`config.mk`:
```
export PLATFORM = sky130hd
export DESIGN_NAME = pc_gen_flat
export DESIGN_NICKNAME = d
export VERILOG_FILES = /design/src/rtl/rysy_pkg.sv /design/src/rtl/pc_gen_if.sv /design/src/rtl/pc_gen.sv /design/src/flat_wrapper.sv
export SDC_FILE = /design/constraint.sdc
export NUM_CORES = 1
export LEC_CHECK = 0
export ABC_AREA = 1
export ABC_CLOCK_PERIOD_IN_PS = 3610
export BUFFER_PORTS_ARGS = -buffer_cell sky130_fd_sc_hd__buf_4
export CAP_MARGIN = 20
export CORE_ASPECT_RATIO = 0.5
export CORE_MARGIN = 2
export CORE_UTILIZATION = 48
export DETAILED_ROUTE_END_ITERATION = 6
export GPL_TIMING_DRIVEN = 1
export PLACE_DENSITY = 0.74
export SLEW_MARGIN = 0
export SYNTH_ARGS = -nofsm -noshare
export SYNTH_HDL_FRONTEND = slang
export SYNTH_SLANG_ARGS = --single-unit
```
`constraint.sdc`:
```
create_clock -name clk -period 3.61 [get_ports clk]
set_clock_uncertainty 0.2 [all_clocks]
set_input_delay 0.1805 -clock clk [delete_from_list [all_inputs] [get_ports clk]]
set_output_delay 0.1805 -clock clk [all_outputs]
set_load 0.1 [all_outputs]
```
`src/rtl/rysy_pkg.sv`:
```
// Shared core-wide definitions.
// REG_LEN is the architectural register and address width.
package rysy_pkg;
    localparam int REG_LEN = 32;
endpackage

```
`src/rtl/pc_gen_if.sv`:
```
// Fetch-side bundle of the PC generator.
// Master drives the PC outputs; slave consumes them and requests redirects.
interface pc_gen_if;
    import rysy_pkg::*;

    logic               stall;
    logic               jump_req;
    logic [REG_LEN-1:0] jump_addr;
    logic [REG_LEN-1:0] pc;
    logic               pc_valid;
    logic               flush;
    logic               misalign;

    modport master (
        input  stall,
        input  jump_req,
        input  jump_addr,
        output pc,
        output pc_valid,
        output flush,
        output misalign
    );

    modport slave (
        output stall,
        output jump_req,
        output jump_addr,
        input  pc,
        input  pc_valid,
        input  flush,
        input  misalign
    );
endinterface

```
`src/rtl/pc_gen.sv`:
```
// Program-counter stage: fetch PC, redirects and post-redirect bubbles.
// Define PC_MISALIGN_TRAP_EN to trap misaligned redirects to TRAP_VECTOR.
module pc_gen
    import rysy_pkg::*;
#(
    parameter logic [REG_LEN-1:0] RESET_VECTOR = 32'h0000_0000,
    parameter int unsigned        FLUSH_CYCLES = 2,
    parameter logic [REG_LEN-1:0] TRAP_VECTOR  = 32'h0000_0004
) (
    input  logic      clk,
    input  logic      rst_n,
    pc_gen_if.master  bus
);

    typedef enum logic {
        RUN,
        FLUSH
    } state_t;

    localparam logic [2:0]         CNT_INIT = 3'(FLUSH_CYCLES);
    localparam logic [REG_LEN-1:0] STEP     = REG_LEN'(4);

    state_t             state;
    logic [2:0]         cnt;
    logic [REG_LEN-1:0] pc_q;
    logic               mis_q;
    logic [REG_LEN-1:0] target;
    logic               bad_align;

`ifdef PC_MISALIGN_TRAP_EN
    assign bad_align = |bus.jump_addr[1:0];
    assign target    = bad_align ? TRAP_VECTOR
                                 : {bus.jump_addr[REG_LEN-1:2], 2'b00};
`else
    logic unused_bits;
    assign unused_bits = ^{TRAP_VECTOR, bus.jump_addr[1:0]};
    assign bad_align   = 1'b0;
    assign target      = {bus.jump_addr[REG_LEN-1:2], 2'b00};
`endif

    always_ff @(posedge clk or negedge rst_n) begin
        if (!rst_n) begin
            state <= RUN;
            cnt   <= 3'd0;
            pc_q  <= RESET_VECTOR;
            mis_q <= 1'b0;
        end else begin
            mis_q <= 1'b0;
            unique case (state)
                RUN: begin
                    if (bus.jump_req) begin
                        pc_q  <= target;
                        cnt   <= CNT_INIT;
                        state <= FLUSH;
                        mis_q <= bad_align;
                    end else if (!bus.stall) begin
                        pc_q <= pc_q + STEP;
                    end
                end
                // redirects are dropped here: their source is being squashed
                FLUSH: begin
                    if (!bus.stall) begin
                        cnt <= cnt - 3'd1;
                        if (cnt == 3'd1) begin
                            state <= RUN;
                        end
                    end
                end
                default: state <= RUN;
            endcase
        end
    end

    assign bus.pc       = pc_q;
    assign bus.pc_valid = (state == RUN);
    assign bus.flush    = (state == FLUSH);
    assign bus.misalign = mis_q;

endmodule
```
`src/flat_wrapper.sv`:
```
// flat-port wrapper written by rule: the top's interface ports become plain ports
module pc_gen_flat import rysy_pkg::*;
#(
    parameter logic [REG_LEN-1:0] RESET_VECTOR = 32'h0000_0000,
    parameter int unsigned        FLUSH_CYCLES = 2,
    parameter logic [REG_LEN-1:0] TRAP_VECTOR  = 32'h0000_0004
)
  (clk, rst_n, bus_stall, bus_jump_req, bus_jump_addr, bus_pc, bus_pc_valid, bus_flush, bus_misalign);
  pc_gen_if bus_i ();
  input  logic clk;
  input  logic rst_n;
  input wire logic [$bits(bus_i.stall)-1:0] bus_stall;
  input wire logic [$bits(bus_i.jump_req)-1:0] bus_jump_req;
  input wire logic [$bits(bus_i.jump_addr)-1:0] bus_jump_addr;
  output wire logic [$bits(bus_i.pc)-1:0] bus_pc;
  output wire logic [$bits(bus_i.pc_valid)-1:0] bus_pc_valid;
  output wire logic [$bits(bus_i.flush)-1:0] bus_flush;
  output wire logic [$bits(bus_i.misalign)-1:0] bus_misalign;
  assign bus_i.stall = bus_stall;
  assign bus_i.jump_req = bus_jump_req;
  assign bus_i.jump_addr = bus_jump_addr;
  assign bus_pc = bus_i.pc;
  assign bus_pc_valid = bus_i.pc_valid;
  assign bus_flush = bus_i.flush;
  assign bus_misalign = bus_i.misalign;
  pc_gen #(.RESET_VECTOR(RESET_VECTOR), .FLUSH_CYCLES(FLUSH_CYCLES), .TRAP_VECTOR(TRAP_VECTOR)) u_core (.clk(clk), .rst_n(rst_n), .bus(bus_i));
endmodule
```
Yosys cells after proc, flatten, opt, wreduce, memory -nomap -nowiden
Cells that the tools add are included.
- $add $sub $neg: 2
- $mul: 0
- divide/modulo/power cells: 0
- magnitude comparators: 0
- equality and inequality tests: 4
- shift operators: 0
- mux-type cells: 9
- bitwise operators: 1
- reductions and logical operators: 2
- operator list (kind ; number):
    32-bit 2-to-1 mux ; 2
    32-bit by 3-bit adder with 32-bit output (second input constant) ; 1
    3-bit 2-to-1 mux ; 2
    3-bit case mux with 2 select lines ; 1
    2-bit != test (second input constant) ; 2
    2-bit AND reduction ; 2
    3-bit by 1-bit == test with 1-bit output (second input constant) ; 1
    1-bit 2-to-1 mux ; 3
    3-bit by 1-bit subtractor with 3-bit output (second input constant) ; 1
    2-bit by 1-bit != test with 1-bit output (second input constant) ; 1
    1-bit case mux with 2 select lines ; 1
    1-bit NOT ; 1
- register bits after elaboration: 36
- bits in latches: 0
- bits in writable memories: 0
- memory bits (read-only): 0
- input bits: 36
- output and inout bits: 35
- memories kept: 0

Depth between registers and ports, before layout
- depth in word-level cells: 4
- gate-level depth with buffers: 10

Least setup slack after synthesis
OpenSTA, ideal clock, no wires.
- path type: reg2reg
- start: reg u_core.state (netlist: u_core.bus.flush)
- end: reg u_core.cnt[0]
- library setup time: 0.126 ns
- data arrival time: 2.315 ns
- required time: 3.284 ns
- path slack: 0.969 ns
- cell stages (with the launch flop): 6
- buffers on the path: 0
- period minus slack after synthesis: 2.641 ns
- cell sequence: dfrtp_1 inv_1 nor2_1 inv_1 nand2_1 o21ai_0
- longest elaborated chain between the ends: 3
- ends and longest elaborated chain (item ; RTL line ; text):
    from (decl) ; pc_gen.sv:23 ; state_t state;
    from (signal assigned) ; pc_gen.sv:43 ; state <= RUN;
    from (signal assigned) ; pc_gen.sv:54 ; state <= FLUSH;
    from (signal assigned) ; pc_gen.sv:65 ; state <= RUN;
    1-bit NOT (*) ; - ;
    net bus_pc_valid ; flat_wrapper.sv:16 ; output wire logic [$bits(bus_i.pc_valid)-1:0] bus_pc_valid;
    2-bit != test (no source line) ; - ;
    2-bit AND reduction (no source line) ; - ;
    to (signal assigned) ; pc_gen.sv:63 ; cnt <= cnt - 3'd1;
    to (decl) ; pc_gen.sv:24 ; logic [2:0] cnt;
Mark *: on every way through the listed nets, which the timed path passes. The rest lies on a longest branch.
A chain may end at the register's enable or synchronous reset.

Worst setup path after layout
- start: reg u_core.state (netlist: u_core.bus.flush)
- end: reg u_core.pc_q[8] (netlist: u_core.bus.pc[8])
- longest elaborated chain between the ends: 2
- ends and longest elaborated chain (item ; RTL line ; text):
    1-bit NOT ; - ;
    2-bit AND reduction (no source line) ; - ;
    to (signal assigned) ; pc_gen.sv:52 ; pc_q <= target;
    to (signal assigned) ; pc_gen.sv:57 ; pc_q <= pc_q + STEP;
    to (decl) ; pc_gen.sv:25 ; logic [REG_LEN-1:0] pc_q;
No other way between the ends.

==> flow_results.org <==
** Floorplanning
- The initial utilization of the core area, before any placement, comes to 0.507.
- The floorplan step defined a core boundary enclosing 5000 um2.
- The floorplan has 18 rows.
- DIE WIDTH :: about 110 um
- From bottom edge to top edge, the die measures approximately 55 um.
- Overall die area :: about 6000 um2
- Pin placement for this block handled a little over 70 I/O pins.

** STA
- Derived from the worst setup path, the maximum achievable clock frequency is 514 MHz.
- Shortest period the worst path allows :: just under 2 ns
- Share of the clock period used by the worst path after layout :: 0.539
- Setup repair after global routing left no endpoint under its margin.
- Count of final setup violators :: 0
- Final total negative setup slack :: 0 ns
- The final count of pins violating max slew came to 0.
- The count of final hold-check violations was 0.

** Route
- Using the TritonRoute via totals, the vias-per-cell ratio works out to 5.08.
- The first routing iteration left about 180 violations.
- Initial DRT Pass Iterations :: 4
- Avg WL per Cell :: 12.8 um
- Via count of the routed design :: roughly 2800
- The routed design has 7000 um of wire.
- After detailed routing, the number of remaining DRC violations is 0.
- The detail route stage leaves a number of antenna-violating nets equal to 0.

** GRT
- After global routing the overflow that remains totals 0.
- Global routing usage on met3 :: 0.0519
- Global-route track usage on met1 :: 0.337
- Largest net degree at the start of global routing :: 46
- Global Route met2 Usage :: 0.415
- Aggregate global-route resource usage :: 0.249
- Initial antenna violation count :: 0
- met2 is the most crowded layer.
- The number of global-route vias before repair was around 2600.
- First-pass GRT wire length :: ~12000 um

** Logic synthesis
- Number of flip-flops and latches in the synthesized netlist :: 34
- The netlist uses 31 different library cells.
- After technology mapping, the gate count stands at slightly above 400.
- Portion of synthesized cell area occupied by the leading cell type :: 0.336
- Cell taking the most area after synthesis :: dfrtp_1
- Yosys attributes the largest share of cell area to dfrtp_1, nand2_1, nor2_1.
- During synthesis, Yosys emitted a total of 0 warnings.
- Summing every instance area after synthesis gives approximately 2500 um2.
- Dividing the synthesized area by the synthesized cell count gives 6.22 um2.
- Part of the Yosys area used for sequential elements :: 0.336

** Flow run
- Max-cap violation count :: 0

** Clock network
- The tree built by TritonCTS fans out to 34 sinks.
- Counting the buffers created by CTS gives 5.
- Clock root cell :: clkbuf_8
- TritonCTS built the clock tree.
- The H-tree generated during clock tree synthesis spans 2 levels.
- Worst-case clock buffer depth :: 2
- After clock tree synthesis, the setup repair step added 0 buffers.
- At the later pin of the worst-skew pair, clock insertion delay measures 0.30 ns.
- CTS clk-pin slew, worst paths :: 0.07 ns

** Outcome
- Outcome :: finished, final reports clean

** Setup path
- Critical register-to-register path startpoint :: u_core.bus.flush
- Most common cell on crit path :: nor2_4
- Largest driver fanout on the critical path :: 22
- Critical path required time :: roughly 3.6 ns
- Critical path launch point type :: register
- CP arrival :: around 1.9 ns
- On the worst path, the slowest cell contributes a delay of roughly 0.47 ns.
- The setup path with the least slack is of type register to register.
- The critical path starts at u_core.bus.flush.
- Walking the worst path, the cells encountered are nor2_4 > nor2_4 > buf_4 > a21oi_1 > o21ai_0 > inv_1.
- Type of destination of the critical path :: register
- On the critical path, the stage with the largest delay is an instance of dfrtp_1.

** Hold path
- Start point of the worst min-delay path :: bus_jump_addr[4]
- The worst hold path belongs to the class input pin to register.

** Place
- The congestion estimate from routability-driven global placement came to between 0.8 and 0.9.
- Detailed placer's ending HPWL :: ~5100 um
- During placement, the flow inserted port buffers numbering 65.

** Cells and area
- Antenna diode count :: 0
- Area growth from synthesis to layout :: 27.6%
- In the final layout, the share of cells above drive strength 1 is 0.188.
- In the layout the commonest cells are nand2_1, buf_4, nor2_1.
- The library cell used most frequently in the layout, excluding fill and tap cells, is nand2_1.
- After the last flow step, the layout net total stands at between 500 and 600.
cells in the mapped netlist (all sizes together):
library cell and number:
a211oi 2, a21oi 20, a22o 1, a31oi 1, a32oi 1, and2 1, buf 11, clkbuf 3
conb 1, dfrtp 34, ha 3, inv 48, nand2 135, nand3 31, nand3b 1, nand4 1
nor2 77, nor3 4, nor3b 1, o211ai 2, o21a 1, o21ai 26, o22ai 1, xnor2 1
layer usage:
metal,share of wire,vias to the layer above
li1,-,1417
met1,0.46,1282
met2,0.47,81
met3,0.072,7
met4,0.0060,0
met5,0,-
through the flow:
stage | worst slack (ns) | hold slack, ns | instances | instance area (um2) | util
floorplan | 0.969 | -0.315 | 409 | 2540 | -
global route | 1.48 | 0.0171 | 549 | 3230 | 0.646
global placement | 1.77 | -0.0396 | 532 | 3050 | 0.610
CTS | 1.68 | 0.00358 | 549 | 3230 | 0.646
detailed placement | 1.70 | -0.0321 | 532 | 3050 | 0.610
finish | 1.66 | 0.00195 | 549 | 3230 | 0.646
logic make-up (layout without fill, tap and decap cells):
logic type | count (synthesis) | count (layout) | share of synthesized area
compound gates | 55 | 55 | 0.118
buf+inv | 62 | 132 | 0.103
xor+xnor | 1 | 1 | 0.00346
flops | 34 | 34 | 0.336
simple gates | 251 | 251 | 0.424
other cells | 1 | 3 | 0.00148
fa+ha+maj | 3 | 3 | 0.0148
final cells by class:
type / count / area, um2
clock buffer: 7 / 86.3
timing repair buffer: 76 / 593
inverter: 48 / 180
sequential: 34 / 851
tap: 70 / 87.6
clock inverter: 1 / 5.00
fill: 483 / 1770
multi-input combinational: 313 / 1430
state kept, by name (all words and copies together), names as in the netlist:
| register | count |
|---|---|
| u_core.cnt | 3 |
| u_core.bus.flush | 1 |
| u_core.bus.pc | 30 |
critical path: cells and delay by family, from the launching register on:
family                 cells  cell delay (ns)
AND/OR/NAND/NOR            2             0.49
flip-flops                 1             0.47
buffers and inverters      2             0.40
AO/OA/AOI/OAI              2             0.26
worst paths after layout:
check / end / slack (ns) / depth (start not counted)
max: u_core.bus.pc[8] / 1.66 / 6
min: u_core.bus.pc[4] / 0.002 / 3
max reg2reg: u_core.bus.pc[8] / 1.66 / 6
min reg2reg: u_core.cnt[1] / 0.32 / 2
max in group asynchronous: u_core.bus.pc[25] / 2.69 / 2
min in group asynchronous: u_core.bus.pc[9] / 0.20 / 2
timing repair:
item,CTS,global route
setup endpoints to repair,0,0
resized for setup,0,0
hold buffers,9,0
endpoints found under the hold margin,42,0
Power is left out: the tool's default activity adds up to more than one toggle a clock period on the data nets, which glitch-free logic cannot reach.
